<file path="src/rtl/hv_timing_ctrl.sv">
// Purpose : cascaded 9-bit horizontal/vertical video timing counters with
//           carry-driven preload, exposed load strobes and blank/sync flags.
// Latency : counts and flags update on the clk edge where pix_ce & run is
//           high; load strobes are combinational from the current count.
// Stall   : run low (or pix_ce low) freezes every register; no handshake.
//
// Ports:
//   clk, clear_n        clock and asynchronous active-low reset
//   pix_ce, run         pixel-clock enable and count enable (advance = both)
//   hcnt, vcnt          horizontal / vertical counts (H_START..511, V_START..511)
//   h_load_n, v_load_n  active-low preload strobes (ripple-carry style)
//   line_start          one-clk pulse after hcnt wraps to H_START
//   frame_start         one-clk pulse after vcnt wraps to V_START
//   hblank, vblank      blank flags (active high)
//   hsync_n, vsync_n    sync flags (active low)
module hv_timing_ctrl #(
  parameter logic [8:0] H_START    = 9'd128,
  parameter logic [8:0] V_START    = 9'd248,
  parameter logic [8:0] HBLANK_ON  = 9'd144,
  parameter logic [8:0] HBLANK_OFF = 9'd272,
  parameter logic [8:0] HSYNC_ON   = 9'd176,
  parameter logic [8:0] HSYNC_OFF  = 9'd208,
  parameter logic [8:0] VBLANK_ON  = 9'd496,
  parameter logic [8:0] VBLANK_OFF = 9'd272,
  parameter logic [8:0] VSYNC_ON   = 9'd504,
  parameter logic [8:0] VSYNC_OFF  = 9'd508
) (
  input  logic       clk,
  input  logic       clear_n,
  input  logic       pix_ce,
  input  logic       run,
  output logic [8:0] hcnt,
  output logic [8:0] vcnt,
  output logic       h_load_n,
  output logic       v_load_n,
  output logic       line_start,
  output logic       frame_start,
  output logic       hblank,
  output logic       vblank,
  output logic       hsync_n,
  output logic       vsync_n
);

  logic [8:0] hcnt_q, hcnt_d;
  logic [8:0] vcnt_q, vcnt_d;
  logic       line_start_q, line_start_d;
  logic       frame_start_q, frame_start_d;
  logic       hblank_q, hblank_d;
  logic       vblank_q, vblank_d;
  logic       hsync_n_q, hsync_n_d;
  logic       vsync_n_q, vsync_n_d;

  logic       adv;
  logic       h_carry;
  logic       v_at_max;
  logic [8:0] hcnt_nxt;
  logic [8:0] vcnt_nxt;

  // Set/clear flop next state; the clear (OFF) match has priority so an
  // ON==OFF pair keeps the flag inactive.
  function automatic logic flag_nxt(input logic cur, input logic on_hit,
                                    input logic off_hit, input logic act);
    if (off_hit) begin
      return ~act;
    end else if (on_hit) begin
      return act;
    end else begin
      return cur;
    end
  endfunction

  always_comb begin
    adv      = pix_ce & run;
    h_carry  = (hcnt_q == 9'h1FF);
    v_at_max = (vcnt_q == 9'h1FF);
    hcnt_nxt = h_carry  ? H_START : hcnt_q + 9'd1;
    vcnt_nxt = v_at_max ? V_START : vcnt_q + 9'd1;

    hcnt_d        = hcnt_q;
    vcnt_d        = vcnt_q;
    hblank_d      = hblank_q;
    hsync_n_d     = hsync_n_q;
    vblank_d      = vblank_q;
    vsync_n_d     = vsync_n_q;
    line_start_d  = 1'b0;
    frame_start_d = 1'b0;

    if (adv) begin
      hcnt_d    = hcnt_nxt;
      hblank_d  = flag_nxt(hblank_q, hcnt_nxt == HBLANK_ON,
                           hcnt_nxt == HBLANK_OFF, 1'b1);
      hsync_n_d = flag_nxt(hsync_n_q, hcnt_nxt == HSYNC_ON,
                           hcnt_nxt == HSYNC_OFF, 1'b0);
      // Vertical stage is enabled by the horizontal carry only.
      if (h_carry) begin
        vcnt_d        = vcnt_nxt;
        vblank_d      = flag_nxt(vblank_q, vcnt_nxt == VBLANK_ON,
                                 vcnt_nxt == VBLANK_OFF, 1'b1);
        vsync_n_d     = flag_nxt(vsync_n_q, vcnt_nxt == VSYNC_ON,
                                 vcnt_nxt == VSYNC_OFF, 1'b0);
        line_start_d  = 1'b1;
        frame_start_d = v_at_max;
      end
    end
  end

  always_ff @(posedge clk or negedge clear_n) begin
    if (!clear_n) begin
      hcnt_q        <= H_START;
      vcnt_q        <= V_START;
      line_start_q  <= 1'b0;
      frame_start_q <= 1'b0;
      hblank_q      <= 1'b1;
      vblank_q      <= 1'b1;
      hsync_n_q     <= 1'b1;
      vsync_n_q     <= 1'b1;
    end else begin
      hcnt_q        <= hcnt_d;
      vcnt_q        <= vcnt_d;
      line_start_q  <= line_start_d;
      frame_start_q <= frame_start_d;
      hblank_q      <= hblank_d;
      vblank_q      <= vblank_d;
      hsync_n_q     <= hsync_n_d;
      vsync_n_q     <= vsync_n_d;
    end
  end

  // Load strobes mirror the ripple carry: gated by run but not by pix_ce.
  assign h_load_n    = ~(run & h_carry);
  assign v_load_n    = ~(run & h_carry & v_at_max);
  assign hcnt        = hcnt_q;
  assign vcnt        = vcnt_q;
  assign line_start  = line_start_q;
  assign frame_start = frame_start_q;
  assign hblank      = hblank_q;
  assign vblank      = vblank_q;
  assign hsync_n     = hsync_n_q;
  assign vsync_n     = vsync_n_q;

endmodule

</file>
<file path="config.mk">
export PLATFORM = sky130hd
export DESIGN_NAME = hv_timing_ctrl
export DESIGN_NICKNAME = d
export VERILOG_FILES = /design/src/rtl/hv_timing_ctrl.sv
export SDC_FILE = /design/constraint.sdc
export NUM_CORES = 1
export LEC_CHECK = 0
export ABC_AREA = 1
export CORE_MARGIN = 1
export CORE_UTILIZATION = 54
export CTS_CLUSTER_DIAMETER = 40
export DETAILED_ROUTE_END_ITERATION = 8
export GPL_ROUTABILITY_DRIVEN = 0
export PLACE_DENSITY = 0.84
export REMOVE_ABC_BUFFERS = 1
export SYNTH_ARGS = -nofsm -noshare
export SYNTH_HDL_FRONTEND = slang
export SYNTH_SLANG_ARGS = --single-unit
</file>
<file path="constraint.sdc">
create_clock -name clk -period 5.8 [get_ports clk]
set_clock_uncertainty 0.1 [all_clocks]
set_input_delay 0.87 -clock clk [delete_from_list [all_inputs] [get_ports clk]]
set_output_delay 0.87 -clock clk [all_outputs]
set_load 0.03 [all_outputs]
</file>
==> run metrics <==
total gr overflow 0; P_leak 0.8682 nW; hold buffer count at cts 0; Worst Max-Slew Pin Slew 1.067 ns; Nets 241; worst path cell trace ha_1, nand3_1, nor2_2, nand2_1, nor2_1, ha_1, nand2_1, inv_1, nand2_1, clkdlybuf4s50_1; DIE HEIGHT 53.96 microns; WL final 3339 microns; worst endpoint required time 4.83 ns; register area share after synthesis 42.06%; Num Clock Sinks 24; Num CTS Buffers 3; residual DRC count 0; Worst VDD drop 0.0002568 V; Slowest cell on crit path clkdlybuf4s50_1; ANT cells 0; P_sw 200.9 uW; wire per inst 12.89 microns; Clk pin slew, worst setup/hold paths 0.12 ns; Fillers 213; root buffer cell clkbuf_4; CP max FO 5; Mapped Avg Cell Area 7.325 sq um; final setup violation count 0; Hold Fails Final Rpt 0; Die Area 2911 sq um; Arr. time, crit path 2.57 ns; yosys warns 0; Post-Place Worst Slack 2.611 ns; Max Fclk 0.2826 GHz; I/O pin count 30; CP Class reg2out; Port Buf Inserts 29; First-pass DRT Iterations 4; die span in x 53.96 microns; HPWL after DPL 2609 microns; Initial Util 57.79%; Crit path top cell by count nand2_1; antenna violations before repair 0; final instance area 1799 sq um; Cell variety after synth 22; Gate Count Post-Synth 199; latest clock arrival within the worst-skew pair 0.30 ns; reg2reg path depth 11; via count 1,382; Multi-input gate area 723.2 sq um; CTS tree done; Detail Route Antenna Nets 0; aggregate negative setup slack 0 ns; CP max stage delay 0.61 ns; largest net degree at the start of global routing 25; largest buffer count on any clock path 2; status finished, final reports clean; Sw Ratio 40.89%; row cnt 18; HP Class reg2reg; Synth-to-Final Area Change 23.43%; vias in the first global route 1,411; Via density 5.336; Seq cells post-synth 24; worst relative slew slack 28.62%; Setup crit end kind primary output; Pwr per Cell Area 273.1 nW/um^2; Reg area 613.1 sq um; area of the core 2522 sq um; period utilization 61.00%; post-CTS setup buffer count 0; GR Util All Layers 26.25%; fin. max-slew vios 0; Area after DPL 1777 sq um; synthesized area 1458 sq um; max-cap violations 0; CTS resizes 0; crit path launch type register; RSZ-0062 raised after global routing no; Comb power frac 39.7%; final hold slack 0.3729 ns; Pint 290.4 uW; layout cells sized above 1 10.92%; global-route wire length before repair 5492 microns; clock power share 14.3%; worst setup margin 2.262 ns; WHS Path Cells 2; # H-tree levels 1; Initial DRC Count 23; sequential share of power 46.0%; minimum clock period 3.538 ns
cells in the mapped netlist:
library cell  number  area [sq um]
a21oi_1            4         20.02
nor2_1            21         78.83
o21ai_0           16         80.08
ha_1               6         75.07
nand3_2            5         50.05
nand3_1           21         105.1
nor2_4             2         22.52
clkbuf_1           1         3.750
nand4_1            2         12.51
o21ai_1            2         10.01
inv_1             29         108.9
dfrtp_1           14         350.3
buf_2              1         5.000
nor2_2             2         12.51
nand2_1           53         198.9
nor4_1             1         6.260
nand2_2            3         18.77
dfstp_2           10         262.8
o21bai_1           1         7.510
clkinv_1           1         3.750
nand3b_1           2         15.01
nor3_1             2         10.01
stage by stage:
stage / total power, mW / utilization (%) / std cells
after floorplan: 0.3472 / - / 197
final: 0.4913 / 71.33 / 259
after detailed placement: 0.4232 / 70.44 / 256
after global routing: 0.5223 / 71.33 / 259
after global placement: 0.4159 / 70.44 / 256
after CTS: 0.4939 / 71.33 / 259
per-layer routing:
metal  vias up  routed length, microns  track usage (%)
met5         -                       0                0
met4         0                      27            12.28
met3         4                      94            3.390
met2        29                    1784            50.21
met1       654                    1432            27.82
li1        695                       -                -
area by class of cell:
class / instances / area share [%]
Clock buffer: 3 / 1.252
Inverter: 30 / 6.259
Multi-Input combinational cell: 143 / 40.19
Sequential cell: 24 / 34.08
Tap cell: 30 / 2.086
Timing Repair Buffer: 29 / 16.13
path summary, 6_finish.rpt:
| kind | startpoint | to | slack [ns] |
|---|---|---|---|
| setup / recovery | hcnt[1] | v_load_n | 2.26 |
| hold / removal | vblank | vblank | 0.37 |
| setup reg to reg | hcnt[1] | vcnt[8] | 3.01 |
| hold reg to reg | vblank | vblank | 0.37 |
| max in group asynchronous | clear_n | frame_start | 3.93 |
| min in group asynchronous | clear_n | line_start | 1.03 |
power by group through the flow:
stage	clock [mW]	sequential [mW]	combinational (mW)
after floorplan	0	0.268	0.0789
after global placement	0	0.226	0.190
after detailed placement	0	0.227	0.196
after CTS	0.0729	0.225	0.196
after global routing	0.0782	0.230	0.215
final	0.0703	0.226	0.195
cells by family (layout without fill, tap and decap cells):
kind of cell,count (synthesis),in the layout,share of synthesized area (%)
flip-flops,24,24,42.06
adder cells (fa/ha/maj),6,6,5.150
AND/OR/NAND/NOR,114,114,36.39
buffers and inverters,32,62,8.325
AO/OA/AOI/OAI,23,23,8.069
registers in the layout, summed over array words and instances, names as in the netlist:
register / cells
vsync_n: 1
hcnt: 9
vblank: 1
hsync_n: 1
vcnt: 9
hblank: 1
frame_start: 1
line_start: 1
cells in the final DEF (no fill, tap or decap):
cell,netlist,layout
a21oi_1,4,4
clkbuf_4,0,3
clkdlybuf4s50_1,0,29
clkinv_1,1,1
dfrtp_1,14,14
dfstp_2,10,10
ha_1,6,6
inv_1,29,29
nand2_1,53,53
nand2_2,3,3
nand3_1,21,21
nand3_2,5,5
nand3b_1,2,2
nand4_1,2,2
nor2_1,21,21
nor2_2,2,2
nor2_4,2,2
nor3_1,2,2
nor4_1,1,1
o21ai_0,16,16
o21ai_1,2,2
o21bai_1,1,1
critical path, delay by kind of cell (launching register included):
kind	cells	cell delay, ns
flops	1	0.44
fa+ha+maj	2	0.44
buf+inv	2	0.67
simple gates	6	0.70
Power figures use the tool's default switching activity.
